===== config.mk =====
export PLATFORM = sky130hd
export DESIGN_NAME = delay_eye_scan
export DESIGN_NICKNAME = d
export VERILOG_FILES = /design/src/rtl/delay_eye_scan.sv
export SDC_FILE = /design/constraint.sdc
export NUM_CORES = 1
export LEC_CHECK = 0
export BUFFER_PORTS_ARGS = -buffer_cell sky130_fd_sc_hd__buf_4
export CAP_MARGIN = 20
export CORE_MARGIN = 2
export CORE_UTILIZATION = 60
export DETAILED_ROUTE_END_ITERATION = 10
export GPL_TIMING_DRIVEN = 0
export PLACE_DENSITY = 0.85
export SLEW_MARGIN = 10
export SYNTH_ARGS = -nofsm -noshare
export SYNTH_HDL_FRONTEND = slang
export SYNTH_SLANG_ARGS = --single-unit

===== constraint.sdc =====
create_clock -name clk160 -period 4.6 [get_ports clk160]
set_input_delay 0.23 -clock clk160 [delete_from_list [all_inputs] [get_ports clk160]]
set_output_delay 0.23 -clock clk160 [all_outputs]
set_load 0.01 [all_outputs]

===== src/rtl/delay_eye_scan.sv =====
// Multi-channel IDELAY eye scan: sweeps each link's taps, counts P/N mismatches per
// point, finds the widest error-free window and loads its centre into both delay lines.
module delay_eye_scan #(
  parameter int unsigned N_CH        = 4,
  parameter int unsigned TAP_W       = 9,
  parameter int unsigned STEP        = 8,
  parameter int unsigned SETTLE_CYC  = 16,
  parameter int unsigned DWELL_W     = 10,
  parameter int unsigned ERR_THRESH  = 0,
  parameter int unsigned DEFAULT_TAP = 0
) (
  input  logic                    clk160,
  input  logic                    rstb,
  input  logic                    start,
  input  logic [TAP_W-1:0]        err_offset,
  input  logic [8*N_CH-1:0]       d_p,
  input  logic [8*N_CH-1:0]       d_n,
  input  logic [N_CH-1:0]         d_valid,
  output logic [TAP_W*N_CH-1:0]   delay_set_p,
  output logic [TAP_W*N_CH-1:0]   delay_set_n,
  output logic [N_CH-1:0]         delay_wr_p,
  output logic [N_CH-1:0]         delay_wr_n,
  output logic [TAP_W*N_CH-1:0]   eye_width,
  output logic [N_CH-1:0]         lock_fail,
  output logic                    busy,
  output logic                    done
);

  localparam int unsigned CH_W  = (N_CH > 1) ? $clog2(N_CH) : 1;
  localparam int unsigned SET_W = (SETTLE_CYC > 1) ? $clog2(SETTLE_CYC) : 1;
  localparam logic [TAP_W:0]   STEP_X    = (TAP_W+1)'(STEP);
  localparam logic [TAP_W:0]   ONE_X     = (TAP_W+1)'(1);
  localparam logic [TAP_W:0]   TAP_MAX_1 = (TAP_W+1)'((2**TAP_W) - 1);
  localparam logic [TAP_W+1:0] TAP_MAX_2 = (TAP_W+2)'((2**TAP_W) - 1);
  localparam logic [CH_W-1:0]  LAST_CH   = CH_W'(N_CH - 1);
  localparam logic [SET_W-1:0] LAST_SET  = SET_W'(SETTLE_CYC - 1);

  typedef enum logic [2:0] {
    StIdle, StLoad, StSettle, StDwell, StEval, StCenter, StNext, StDone
  } state_e;

  state_e             state_q, state_d;
  logic [CH_W-1:0]    ch_q;
  logic [TAP_W:0]     t_q;
  logic [SET_W-1:0]   set_cnt_q;
  logic [DWELL_W-1:0] dwell_q;
  logic [15:0]        err_q;
  logic [TAP_W:0]     run_len_q, run_start_q, best_len_q, best_start_q;
  logic [7:0]         samp_p_q, samp_n_q;
  logic               samp_v_q;

  logic [TAP_W:0]     next_t, run_len_upd, run_start_upd, width_x;
  logic [TAP_W+1:0]   next_t_off;
  logic               sweep_end, point_good, err_now, dwell_last;
  logic [TAP_W-1:0]   centre;

  assign err_now       = samp_v_q && (samp_p_q != ~samp_n_q);
  assign dwell_last    = samp_v_q && (dwell_q == '1);
  assign next_t        = t_q + STEP_X;
  assign next_t_off    = {1'b0, next_t} + {2'b00, err_offset};
  // Stop once either the P tap or the offset N tap would leave the delay range.
  assign sweep_end     = ({1'b0, next_t} > TAP_MAX_2) || (next_t_off > TAP_MAX_2);
  assign point_good    = err_q <= 16'(ERR_THRESH);
  assign run_len_upd   = point_good ? run_len_q + ONE_X : '0;
  assign run_start_upd = (point_good && (run_len_q == '0)) ? t_q : run_start_q;
  assign width_x       = best_len_q * STEP_X;
  assign centre        = TAP_W'(best_start_q + (((best_len_q - ONE_X) * STEP_X) >> 1));

  always_comb begin
    state_d = state_q;
    unique case (state_q)
      StIdle:   if (start) state_d = StLoad;
      StLoad:   state_d = StSettle;
      StSettle: if (set_cnt_q == LAST_SET) state_d = StDwell;
      StDwell:  if (dwell_last) state_d = StEval;
      StEval:   state_d = sweep_end ? StCenter : StLoad;
      StCenter: state_d = StNext;
      StNext:   state_d = (ch_q == LAST_CH) ? StDone : StLoad;
      StDone:   state_d = StIdle;
      default:  state_d = StIdle;
    endcase
  end

  always_ff @(posedge clk160 or negedge rstb) begin
    if (!rstb) state_q <= StIdle;
    else       state_q <= state_d;
  end

  always_ff @(posedge clk160 or negedge rstb) begin
    if (!rstb) begin
      ch_q         <= '0;
      t_q          <= '0;
      set_cnt_q    <= '0;
      dwell_q      <= '0;
      err_q        <= '0;
      run_len_q    <= '0;
      run_start_q  <= '0;
      best_len_q   <= '0;
      best_start_q <= '0;
      samp_p_q     <= '0;
      samp_n_q     <= '0;
      samp_v_q     <= 1'b0;
      delay_set_p  <= '0;
      delay_set_n  <= '0;
      delay_wr_p   <= '0;
      delay_wr_n   <= '0;
      eye_width    <= '0;
      lock_fail    <= '0;
      busy         <= 1'b0;
      done         <= 1'b0;
    end else begin
      delay_wr_p <= '0;
      delay_wr_n <= '0;
      done       <= 1'b0;
      samp_p_q   <= d_p[8*ch_q +: 8];
      samp_n_q   <= d_n[8*ch_q +: 8];
      samp_v_q   <= d_valid[ch_q];
      case (state_q)
        StIdle: begin
          if (start) begin
            ch_q         <= '0;
            t_q          <= '0;
            run_len_q    <= '0;
            run_start_q  <= '0;
            best_len_q   <= '0;
            best_start_q <= '0;
            eye_width    <= '0;
            lock_fail    <= '0;
            busy         <= 1'b1;
          end
        end
        StLoad: begin
          delay_set_p[TAP_W*ch_q +: TAP_W] <= t_q[TAP_W-1:0];
          delay_set_n[TAP_W*ch_q +: TAP_W] <= TAP_W'(t_q + {1'b0, err_offset});
          delay_wr_p[ch_q] <= 1'b1;
          delay_wr_n[ch_q] <= 1'b1;
          set_cnt_q <= '0;
          dwell_q   <= '0;
          err_q     <= '0;
        end
        StSettle: set_cnt_q <= set_cnt_q + SET_W'(1);
        StDwell: begin
          if (samp_v_q) dwell_q <= dwell_q + DWELL_W'(1);
          if (err_now && (err_q != 16'hffff)) err_q <= err_q + 16'd1;
        end
        StEval: begin
          run_len_q   <= run_len_upd;
          run_start_q <= run_start_upd;
          // Strict compare keeps the first of equally wide windows.
          if (run_len_upd > best_len_q) begin
            best_len_q   <= run_len_upd;
            best_start_q <= run_start_upd;
          end
          t_q <= next_t;
        end
        StCenter: begin
          if (best_len_q != '0) begin
            delay_set_p[TAP_W*ch_q +: TAP_W] <= centre;
            delay_set_n[TAP_W*ch_q +: TAP_W] <= centre;
            eye_width[TAP_W*ch_q +: TAP_W]   <= (width_x > TAP_MAX_1) ? '1 : width_x[TAP_W-1:0];
            lock_fail[ch_q] <= 1'b0;
          end else begin
            delay_set_p[TAP_W*ch_q +: TAP_W] <= TAP_W'(DEFAULT_TAP);
            delay_set_n[TAP_W*ch_q +: TAP_W] <= TAP_W'(DEFAULT_TAP);
            eye_width[TAP_W*ch_q +: TAP_W]   <= '0;
            lock_fail[ch_q] <= 1'b1;
          end
          delay_wr_p[ch_q] <= 1'b1;
          delay_wr_n[ch_q] <= 1'b1;
        end
        StNext: begin
          ch_q         <= ch_q + CH_W'(1);
          t_q          <= '0;
          run_len_q    <= '0;
          run_start_q  <= '0;
          best_len_q   <= '0;
          best_start_q <= '0;
        end
        StDone: begin
          done <= 1'b1;
          busy <= 1'b0;
        end
        default: ;
      endcase
    end
  end

endmodule


# After elaboration in Yosys (flattened, before gate mapping)
# Cells that the tools add are included.
dict set report word_totals {
  romBits 0
  latch_bits 0
  elab_cells 144
  reg_bits 219
  output_inout_bits 122
  memories 0
  input_bits 80
  mem_bits_rw 0
}
dict set report op_classes {
  n_lt_le_gt_ge 7
  n_bitwise 4
  eq_ne 18
  n_addsub 11
  shift 8
  multipliers 1
  div 0
  reduce_logical 25
  n_mux 50
}
# op n
set ops {}
lappend ops {{$bwmux 36} 8}
lappend ops {{$pmux 36 s2} 3}
lappend ops {{$mux 36} 4}
lappend ops {{$shiftx 9x34->36} 4}
lappend ops {{$pmux 10 s3} 4}
lappend ops {{$shiftx 32x6->8} 2}
lappend ops {{$mux 10} 5}
lappend ops {{$shift 9x34->36 const A} 1}
lappend ops {{$shiftx 9x34->36 const A} 1}
lappend ops {{$neg 6->34} 1}
lappend ops {{$pmux 16 s2} 1}
lappend ops {{$pmux 9 s3} 1}
lappend ops {{$pmux 3 s8} 1}
lappend ops {{$add 10x1->10 const B} 2}
lappend ops {{$gt 10x9->1 const B} 2}
lappend ops {{$pmux 10 s2} 1}
lappend ops {{$add 9x9->9} 2}
lappend ops {{$mux 9} 2}
lappend ops {{$add 16x1->16 const B} 1}
lappend ops {{$le 16x1->1 const B} 1}
lappend ops {{$mux 16} 1}
lappend ops {{$ne 16x16->1 const B} 1}
lappend ops {{$pmux 4 s2} 2}
lappend ops {{$mux 3} 5}
lappend ops {{39 further kinds} 68}

# Depth between registers and ports, before layout
# Gate-level depths: netlist (run 1).
dict set report depth {
  word_depth 8
  ltp_mapped 14
  ltp_nobuf 13
}

# Worst setup path after synthesis (run 1)
# OpenSTA, ideal clock, no wires.
dict set report synth_timing {
  path_kind {register to register}
  from {register err_q[0]}
  to {register best_len_q[7]}
  required_ps 4475
  arrival_ps 2846
  synth_period_minus_slack_ps 2971
  path_stages_with_launch 13
  path_slack_ps 1629
  cell_sequence {dfrtp_1 -> inv_1 -> ha_1 -> nor4b_2 -> nand4_2 -> clkbuf_1 -> nor2_1 -> ha_1 -> nand4_1 -> nor3_1 -> o41ai_4 -> a21oi_2 -> mux2_2}
}
dict set report synth_via {
  elab_chain_cells 5
}
# element line
set synth_rtl {}
lappend synth_rtl {{start, declared} 47} ;# logic [15:0] err_q;
lappend synth_rtl {{start signal, assigned} 144} ;# if (err_now && (err_q != 16'hffff)) err_q <= err_q + 16'd1;
lappend synth_rtl {{$le 16x1->1 *} 63} ;# assign point_good = err_q <= 16'(ERR_THRESH);
lappend synth_rtl {{$mux 10 *} 64} ;# assign run_len_upd = point_good ? run_len_q + ONE_X : '0;
lappend synth_rtl {{$gt 10x10->1} 150} ;# if (run_len_upd > best_len_q) begin
lappend synth_rtl {{$ne 2x2->1 (no line)} -}
lappend synth_rtl {{$reduce_and 3->1 (no line)} -}
lappend synth_rtl {{end signal, assigned} 151} ;# best_len_q <= run_len_upd;
lappend synth_rtl {{end, declared} 48} ;# logic [TAP_W:0] run_len_q, run_start_q, best_len_q, best_start_q;
# Mark *: on every way between the ends. The rest lies on a longest branch, timed or not. The select of a mux whose other input is x is not followed.
# A chain may end at the register's enable or synchronous reset.

# Final worst setup path (run 1)
dict set report layout_timing {
  from {register ch_q[1]}
  to {register delay_set_n[21]}
}
dict set report layout_via {
  elab_chain_cells 6
}
# element line
set layout_rtl {}
lappend layout_rtl {{start, declared} 43} ;# logic [CH_W-1:0] ch_q;
lappend layout_rtl {{start signal, assigned} 172} ;# ch_q <= ch_q + CH_W'(1);
lappend layout_rtl {{$mul 4x2->6 *} {134, 159, 164}}
lappend layout_rtl {{$neg 6->34 *} {134, 159, 164}}
lappend layout_rtl {{$shiftx 9x34->36 (tied with other cells)} 164} ;# delay_set_n[TAP_W*ch_q +: TAP_W] <= TAP_W'(DEFAULT_TAP);
lappend layout_rtl {{$bwmux 36, on equally long branches} {164, 159}}
lappend layout_rtl {{$mux 36} 157} ;# if (best_len_q != '0) begin
lappend layout_rtl {{$pmux 36 s2 *} 118} ;# case (state_q)
lappend layout_rtl {{end signal, assigned by index} 134} ;# delay_set_n[TAP_W*ch_q +: TAP_W] <= TAP_W'(t_q + {1'b0, err_offset});
lappend layout_rtl {{end signal, assigned by index} 159} ;# delay_set_n[TAP_W*ch_q +: TAP_W] <= centre;
lappend layout_rtl {{end signal, assigned by index} 164}
lappend layout_rtl {{end, declared} 20} ;# output logic [TAP_W*N_CH-1:0] delay_set_n,
# Mark *: on every way between the ends. The rest lies on a longest branch, timed or not.

==> flow_summary_export.csv, run 1 <==
group,metric,value,unit
run_status,status,"completed",
drt,vias,9268,
worst_hold_path,hold_start,"d_p[20]",
finish,nets,1418,
placed_design,dpl.cell_count,1493,
floorplan,dieWidth,137,um
power,p_per_area,306,nW/um2
finish,multi_input_area,4940,um2
setup_path,crit_arrival,4.31,ns
floorplan,start_util,61.4,%
finish,final_cells,1534,
floorplan,ios,202,
setup_path,critPathLaunchType,"register",
drt,viasPerCell,6.04,
logic_synthesis,synth-edff-count,0,
logic_synthesis,synth_flop_cell,"dfrtp_1",
setup_path,slowest_stage,"nor4b_1",
setup_path,path_max_fanout,10,
power,seqPwrFrac,47.6,%
power,p_int,3.11,mW
setup_path,r2r_slack,0.73,ns
finish,regArea,5180,um2
floorplan,core_area,17300,um2
power,swShare,23.1,%
finish,drive_gt1_share,23.5,%
floorplan,die-area,18800,um2
timing,setup_viol,0,
placed_design,placed_area,12500,um2
timing,final_hold_viol_count,0,
drt,drt_iter0_drc,850,
worst_hold_path,hold_class,"in2reg",
logic_synthesis,synth_area,10600,um2
setup_path,crit_buf_inv,5,
placed_design,place_congestion,0.947,
power,p_switching,0.935,mW
clock_tree,tritoncts,"built",
setup_path,cp-end-kind,"register",
timing,finalCritPeriodShare,84.1,%
setup_path,timing.rr.start,"ch_q[1]$_DFFE_PN0P_",
power,combPwrFrac,7.9,%
global_route,grt_overflow_total,0,
finish,final_util,76.4,%
timing,rsz0062_at_grt,"no",
clock_tree,numClockSinks,207,
clock_tree,cts_root_buf,"clkbuf_16",
timing,maxSlewViolCount,0,
finish,fill_cells,1164,
timing,relSlewSlack,16.5,%
timing,fin_crit,3.87,ns
clock_tree,cts.path.max_buffers,3,
placed_design,hpwl,21.4,mm
drt,wl_per_cell,19.0,um
power,leakage,6.24,nW
drt,routed_wl,29.2,mm
drt,dr.pass1.iters,8,
setup_path,worstSetupPathType,"reg2reg",
timing,worst_pin_slew,1.24,ns
clock_tree,post-cts-setup-buffer-count,0,
clock_tree,cts_repair_resize_count,0,
flow_run,drv_cap,0,
power,clkPwrFrac,44.5,%
placed_design,dp_slack,0.765,ns
logic_synthesis,ys_ff_latch,207,
logic_synthesis,synthArstFlopShare,100,%
global_route,grt_max_degree,99,
floorplan,die_h,137,um
setup_path,startpoint,"ch_q[1]$_DFFE_PN0P_",
global_route,grt_use_total,31.5,%
clock_tree,clock_latency,0.50,ns
logic_synthesis,synth.distinct_cells,70,
logic_synthesis,synth_warnings,0,
logic_synthesis,postSynthCellCount,1065,
logic_synthesis,syn_avg_cell_area,9.97,um2
logic_synthesis,synth_nets,1190,
setup_path,cp_data_required_time,5.04,ns
finish,syn_to_final_growth,24.5,%
logic_synthesis,ys_seq_area_share,48.8,%
setup_path,crit_chain,"clkbuf_1 > buf_1 > inv_1 > ha_1 > inv_1 > nor4b_1 > nand2_1 > clkbuf_1 > o221ai_1 > o21a_1",
global_route,grt_pass1_wl,46.3,mm
setup_path,cpPeakStageDelay,0.70,ns
drt,route.antenna.remaining_nets,0,
floorplan,fp-row-count,48,
drt,drc,0,
placed_design,io_buffer_count,201,
timing,max_freq,258,MHz
timing,fin_skew,0.00983,ns
clock_tree,cts_inserted_buffers,22,
clock_tree,clkTransAtPathRegs,0.06,ns
global_route,grt_pass1_vias,9141,
global_route,antenna_found_initial,1,
finish,final_design_area_no_fill,13200,um2
timing,fin_ws,0.731,ns
setup_path,critPathTopFamily,"buffers and inverters",
power,worst_ir_drop_vdd,0.292,mV
clock_tree,htreeDepth,1,
timing,tns,0,ns
==> repair_timing <==
item / in CTS / in global routing
hold buffers: 1 / 0
setup endpoints to repair: 0 / 0
hold endpoints to repair: 120 / 0
==> worst reg2reg max path: cells and delay by family (launching register included) <==
| kind | cells | cell delay, ns |
|---|---|---|
| AOI/OAI and AO/OA | 2 | 0.37 |
| adders and majority gates | 1 | 0.37 |
| buffers and inverters | 5 | 1.66 |
| DFF | 1 | 0.45 |
| and+or+nand+nor | 2 | 0.96 |
==> layout make-up <==
cell class | count | area share [%]
well taps | 225 | 2.13
multi-input cells | 747 | 37.4
inverters | 42 | 1.19
flip-flops and latches | 207 | 39.2
clock inverters | 9 | 0.719
clock buffers | 30 | 4.85
repair buffers | 204 | 12.0
plain buffers | 69 | 2.56
diodes | 1 | 0.0189
==> kinds of logic after synthesis <==
logic type / synth area share (%)
AO/OA/AOI/OAI: 17.5
XOR/XNOR: 3.55
adder cells (fa/ha/maj): 5.37
buffers and inverters: 4.68
flip-flops: 48.8
multiplexers: 4.77
other: 0.0353
AND/OR/NAND/NOR: 15.3
==> routing by layer <==
layer | part of all wire [%] | GRT usage, %
met1 | 40 | 42.7
met2 | 48 | 50.8
met3 | 8.0 | 6.00
met4 | 3.4 | 11.7
met5 | 0 | 0
==> stage by stage <==
| step | total power [mW] | hold WS [ns] |
|---|---|---|
| final | 4.04 | 0.0441 |
| after global routing | 4.18 | 0.0363 |
| after CTS | 4.05 | 0.0350 |
| after detailed placement | 2.27 | 0.0830 |
| after global placement | 2.25 | 0.466 |
| after floorplan | 2.12 | -0.0656 |
==> final timing paths <==
path,to,cells past startpoint
setup reg to reg,delay_set_n[21]$_DFFE_PN0P_,10
hold / removal,samp_p_q[4]$_DFF_PN0_,2
hold reg to reg,delay_set_n[28]$_DFFE_PN0P_,2
min in group asynchronous,dwell_q[0]$_DFFE_PN0P_,2
setup / recovery,delay_set_n[21]$_DFFE_PN0P_,10
max in group asynchronous,eye_width[5]$_DFFE_PN0P_,4
==> flip-flops by register name, indices dropped and copies added, names as in the netlist, 10 cells and up <==
| signal | cells |
|---|---|
| run_len_q | 10 |
| delay_set_p | 36 |
| delay_set_n | 36 |
| eye_width | 28 |
| dwell_q | 10 |
| err_q | 16 |
| best_len_q | 10 |
==> synth_stat cells, types with 16 or more instances <==
library cell  number  share of area, %
dfrtp_1          207                49
nor2_1            60               2.1
a22o_1            28               2.3
nand2_1          135               4.8
mux4_2            17               3.6
a21oi_1           74               3.5
ha_1              44               5.2
xnor2_1           28               2.3
o21ai_0          109               5.1
a22oi_1           16               1.1
nand3_1           26               1.2
a21o_1            17               1.2
inv_1             41               1.4
clkbuf_1          37               1.3
==> cells in the final DEF (no fill, tap or decap), types with 14 or more instances in the layout <==
master	count
buf_4	212
nand2_1	135
a21oi_1	74
xnor2_1	28
ha_1	44
dfrtp_1	207
clkbuf_16	23
nand3_1	26
a22oi_1	16
a21o_1	17
nor2_1	60
nor3_1	14
xor2_1	15
mux4_2	17
clkbuf_1	40
a22o_1	28
o21ai_0	109
buf_2	15
inv_1	41
==> power by group through the flow <==
stage	Clock [mW]	Sequential [mW]	Combinational, mW
after floorplan	0	1.95	0.171
after global placement	0	1.95	0.301
after detailed placement	0	1.96	0.317
after CTS	1.81	1.92	0.321
after global routing	1.89	1.93	0.356
final	1.80	1.92	0.319
No activity file was read; power rests on OpenSTA's default activity.
==> run 2: changes to the inputs <==
Settings changed: CORE_UTILIZATION 60 to 51, PLACE_DENSITY 0.85 to 0.77.
Clock period 4.6 ns to 3.34 ns, I/O delays scaled along.
==> run 2 against run 1 <==
Net effect:
- clock skew is 0.011 ns higher
- sequential share of layout area is 1.7 points lower
- cell area is 4.5% higher
- die area is 17% higher
- sequential power is 39% higher
- combinational power is 76% higher
- first-iteration DRC count is 9.1% lower
- core utilization is 8.6 points lower
- hold slack worse by 0.018 ns
- routed wire length is 9.1% higher
- via count is 3.1% higher
- cell count is 5.5% higher
- largest power group unchanged
- highest routed layer is now met5
==> flow_summary_export.csv, run 2 (same netlist as run 1, synthesis figures left out) <==
group,metric,value,unit
drt,drt_iter0_drc,773,
finish,fill_cells,1564,
drt,vias,9557,
setup_path,cp_data_required_time,3.79,ns
clock_tree,numClockSinks,207,
drt,viasPerCell,5.90,
run_status,status,"completed",
finish,final_cells,1619,
worst_hold_path,holdPathStages,2,
clock_tree,cts_inserted_buffers,23,
finish,reg_top3,"delay_set_n (36), delay_set_p (36), eye_width (28)",
power,worst_ir_drop_vdd,0.307,mV
floorplan,die_h,148,um
drt,dr_wl_met2,15.3,mm
clock_tree,tritoncts,"built",
timing,setup_viol,0,
power,seqPwrFrac,45.4,%
timing,finalCritPeriodShare,95.5,%
timing,fin_skew,0.0207,ns
placed_design,io_buffer_count,201,
floorplan,dieWidth,148,um
setup_path,cp-end-kind,"register",
setup_path,r2r_cells,14,
power,p_int,4.46,mW
timing,tns,0,ns
drt,drc,0,
worst_hold_path,hold_start,"d_n[27]",
global_route,grt_pass1_wl,49.7,mm
setup_path,timing.rr.start,"err_q[1]$_DFFE_PN0P_",
drt,route.antenna.remaining_nets,0,
drt,highest-signal-layer,"met5",
timing,relSlewSlack,29.3,%
floorplan,fp-row-count,52,
timing,max_freq,314,MHz
clock_tree,clkTransAtPathRegs,0.06,ns
placed_design,place_congestion,0.951,
power,swShare,23.9,%
finish,drive_gt1_share,24.5,%
drt,wirelength_met1,12.9,mm
drt,dr.pass1.iters,5,
placed_design,dpl.cell_count,1538,
clock_tree,clock_latency,0.52,ns
timing,worst_pin_slew,1.06,ns
drt,dr_wl_met3,2.55,mm
placed_design,dp_slack,-0.651,ns
setup_path,worstSetupPathType,"reg2reg",
clock_tree,cts_root_buf,"clkbuf_16",
finish,diodes,0,
floorplan,start_util,52.2,%
global_route,antenna_found_initial,1,
floorplan,core_area,20400,um2
global_route,grt_overflow_total,0,
flow_run,drv_cap,0,
floorplan,ios,202,
power,leakage,6.46,nW
setup_path,r2r-end,"best_len_q[4]$_DFFE_PN0P_",
setup_path,crit_arrival,3.64,ns
clock_tree,htreeDepth,1,
timing,fin_hold_ws,0.0262,ns
global_route,grt_use_total,28.5,%
power,combPwrFrac,9.6,%
drt,wl_per_cell,19.7,um
timing,final_hold_viol_count,0,
setup_path,r2r_slack,0.15,ns
global_route,grt_max_degree,113,
finish,mostFrequentLayoutCell,"buf_4",
floorplan,die-area,22000,um2
power,clkPwrFrac,45.0,%
clock_tree,cts.path.max_buffers,3,
setup_path,startpoint,"err_q[1]$_DFFE_PN0P_",
worst_hold_path,holdPathEnd,"samp_n_q[3]$_DFF_PN0_",
worst_hold_path,hold_class,"in2reg",
power,p_per_area,424,nW/um2
finish,final_cell_mix,"219 x buf_4, 207 x dfrtp_1, 135 x nand2_1, 109 x o21ai_0, 73 x a21oi_1",
power,p_switching,1.40,mW
setup_path,path_max_fanout,10,
timing,fin_crit,3.19,ns
finish,syn_to_final_growth,30.1,%
finish,nets,1460,
setup_path,critPathLaunchType,"register",
timing,fin_ws,0.150,ns
timing,maxSlewViolCount,0,
placed_design,hpwl,22.2,mm
drt,routed_wl,31.8,mm
global_route,grt_pass1_vias,9413,
finish,final_util,67.8,%
==> run 2: metal layers <==
layer  vias up  GRT usage (%)
met5         -              0
li1       4350              -
met3        90           5.12
met2       481           46.7
met4         2           10.4
met1      4634           38.2
==> run 2: how the worst max path moves through the flow <==
stage / endpoint / slack (ns) / depth (start not counted)
detailed placement: delay_set_n[21]$_DFFE_PN0P_ / -0.65 / 10
global route: best_start_q[3]$_DFFE_PN0P_ / -0.02 / 15
global placement: delay_set_n[21]$_DFFE_PN0P_ / -0.53 / 10
CTS: best_len_q[6]$_DFFE_PN0P_ / 0.005 / 14
floorplan: best_len_q[7]$_DFFE_PN0P_ / 0.37 / 12
finish: best_len_q[4]$_DFFE_PN0P_ / 0.15 / 14
==> run 2: stage by stage <==
stage	area [um2]	power [mW]
finish	13800	5.86
global route	13800	6.05
CTS	13700	5.81
detailed placement	12500	3.14
global placement	12500	3.11
floorplan	10600	2.92
==> run 2: final cells by class <==
class                   instances  area [um2]  area share (%)
plain buffers                  68         343            2.48
clock buffers                  31         656            4.75
multi-input cells             748        5050            36.6
repair buffers                245        1960            14.2
inverters                      42         158            1.14
well taps                     270         338            2.45
flip-flops and latches        207        5180            37.5
clock inverters                 8         125           0.906
==> run 2: power groups by stage <==
stage               Sequential, mW  Combinational (mW)  Clock [mW]
finish                        2.66               0.562        2.64
global route                  2.67               0.612        2.77
CTS                           2.65               0.501        2.65
detailed placement            2.70               0.439           0
global placement              2.69               0.415           0
floorplan                     2.68               0.235           0
==> run 2: worst max-delay path, cell delays in order (launching register included) <==
cell and delay [ns]:
dfrtp_1 0.42, inv_1 0.07, ha_1 0.14, nor4b_4 0.33, buf_4 0.19, nand4_2 0.18
nor2_1 0.17, ha_1 0.25, a211oi_1 0.22, nor2_1 0.12, o41ai_4 0.32, buf_4 0.20
a21o_1 0.14, clkbuf_4 0.22, a22o_1 0.17
==> run 2: what timing repair did <==
action | 4_1_cts | 5_1_grt
cloned | 0 | 1
resized for setup | 10 | 12
endpoints found under the hold margin | 113 | 0
setup buffers | 3 | 5
setup endpoints to repair | 80 | 22
hold buffers | 34 | 0
pin swaps | 1 | 5
==> run 3: changes to the inputs <==
==> constraint.sdc (replaced) <==
create_clock -name clk160 -period 3.34 [get_ports clk160]
set_input_delay 0.501 -clock clk160 [delete_from_list [all_inputs] [get_ports clk160]]
set_output_delay 0.501 -clock clk160 [all_outputs]
set_load 0.01 [all_outputs]
==> run 3 against run 2 <==
Net effect:
- sequential power about the same
- total power down 1.1%
- fmax down 1.1%
- clock power about the same
- die area unchanged
- sequential share of layout area up 1.1 points
- critical path type unchanged
- largest power group unchanged
==> flow_summary_export.csv, run 3 (same netlist as run 1, synthesis figures left out) <==
group,metric,value,unit
finish,final_cell_mix,"218 x buf_4, 207 x dfrtp_1, 135 x nand2_1, 109 x o21ai_0, 73 x a21oi_1",
global_route,grt_overflow_total,0,
setup_path,path_max_fanout,12,
placed_design,place_congestion,0.951,
clock_tree,cts_root_buf,"clkbuf_16",
clock_tree,cts.path.max_buffers,3,
floorplan,core_area,20400,um2
setup_path,r2r_slack,0.11,ns
clock_tree,clock_latency,0.52,ns
finish,syn_to_final_growth,26.5,%
timing,relSlewSlack,28.7,%
placed_design,dpl.cell_count,1538,
floorplan,fp-row-count,52,
drt,drt_iter0_drc,804,
power,worst_ir_drop_vdd,0.306,mV
setup_path,worstSetupPathType,"reg2reg",
floorplan,dieWidth,148,um
setup_path,startpoint,"err_q[1]$_DFFE_PN0P_",
finish,nets,1424,
placed_design,io_buffer_count,201,
setup_path,cp_data_required_time,3.80,ns
global_route,antenna_found_initial,1,
clock_tree,numClockSinks,207,
timing,tns,0,ns
floorplan,ios,202,
finish,mostFrequentLayoutCell,"buf_4",
global_route,grt_pass1_vias,9196,
setup_path,cp-end-kind,"register",
setup_path,timing.rr.start,"err_q[1]$_DFFE_PN0P_",
power,p_per_area,431,nW/um2
run_status,status,"completed",
drt,routed_wl,30.6,mm
flow_run,drv_cap,0,
timing,final_hold_viol_count,0,
finish,diodes,0,
floorplan,die_h,148,um
power,leakage,6.29,nW
drt,drc,0,
clock_tree,htreeDepth,1,
timing,worst_pin_slew,1.07,ns
drt,dr.pass1.iters,5,
placed_design,hpwl,22.2,mm
drt,vias,9304,
timing,setup_viol,0,
global_route,grt_max_degree,113,
timing,fin_skew,0.0205,ns
clock_tree,tritoncts,"built",
floorplan,start_util,52.2,%
setup_path,r2r-end,"best_len_q[4]$_DFFE_PN0P_",
finish,reg_top3,"delay_set_n (36), delay_set_p (36), eye_width (28)",
worst_hold_path,hold_class,"in2async",
clock_tree,ctsHoldBuffers,0,
setup_path,critPathLaunchType,"register",
clock_tree,clkTransAtPathRegs,0.06,ns
finish,final_cells,1583,
drt,route.antenna.remaining_nets,0,
setup_path,crit_arrival,3.68,ns
floorplan,die-area,22000,um2
drt,wl_per_cell,19.3,um
finish,drive_gt1_share,24.9,%
timing,finalCritPeriodShare,96.6,%
finish,fill_cells,1621,
timing,maxSlewViolCount,0,
clock_tree,cts_inserted_buffers,23,
setup_path,r2r_cells,15,
timing,fin_crit,3.23,ns
global_route,grt_use_total,27.3,%
global_route,grt_pass1_wl,48.0,mm
drt,viasPerCell,5.88,
timing,max_freq,310,MHz
==> run 3: worst max-delay path, cell delays in order, from the launching register on <==
cell,delay (ns)
dfrtp_1,0.42
inv_1,0.09
ha_1,0.16
nor4b_4,0.28
nand4_4,0.14
buf_12,0.18
nor2_4,0.16
ha_1,0.28
a21o_1,0.17
nand3_1,0.09
a21oi_2,0.07
o41ai_4,0.33
buf_4,0.20
a21o_1,0.15
buf_2,0.25
a22o_1,0.19
==> run 3: metrics by stage <==
step / cell area (um2) / hold slack, ns / power (mW) / setup slack [ns] / util [%]
finish: 13400 / 0.0143 / 5.79 / 0.115 / 66.0
CTS: 13300 / 0.0489 / 5.78 / 0.00517 / 65.5
floorplan: 10600 / 0.205 / 2.92 / 0.369 / -
detailed placement: 12500 / 0.471 / 3.14 / -0.651 / 61.4
global placement: 12500 / 0.467 / 3.11 / -0.529 / 61.2
global route: 13400 / 0.0769 / 5.98 / -0.0162 / 66.0
==> run 3: layout make-up <==
class                      instances  area [um2]  share of cell area, %
buffer                            68         340                   2.53
clock buffer                      31         656                   4.88
clock inverter                     8         125                  0.931
inverter                          42         158                   1.17
multi-input combinational        747        5020                   37.4
sequential                       207        5180                   38.6
tap                              270         338                   2.51
timing repair buffer             210        1610                   12.0
==> run 3: worst max-delay path by stage <==
stage | end | slack (ns) | cells after the start
after floorplan | best_len_q[7]$_DFFE_PN0P_ | 0.37 | 12
after global placement | delay_set_n[21]$_DFFE_PN0P_ | -0.53 | 10
after detailed placement | delay_set_n[21]$_DFFE_PN0P_ | -0.65 | 10
after CTS | best_len_q[6]$_DFFE_PN0P_ | 0.005 | 14
after global routing | best_len_q[4]$_DFFE_PN0P_ | -0.02 | 15
final | best_len_q[4]$_DFFE_PN0P_ | 0.11 | 15
==> run 3: per-layer routing <==
layer,track usage (%),share of wire (%)
met3,5.03,7.4
met5,0,0.026
met1,37.2,42
met4,9.24,2.9
met2,44.5,48
==> run 3: where the power goes <==
group / internal [mW] / switching (mW) / leakage [nW]
combinational: 0.249 / 0.262 / 3.37
clock: 1.60 / 1.03 / 0.382
sequential: 2.57 / 0.0788 / 2.54
==> run 3: repair_timing <==
| item | 4_1_cts | 5_1_grt |
|---|---|---|
| resized for setup | 10 | 9 |
| setup endpoints to repair | 80 | 21 |
| buffers inserted | 3 | 4 |
| gates cloned | 0 | 0 |
| pin swaps | 1 | 3 |
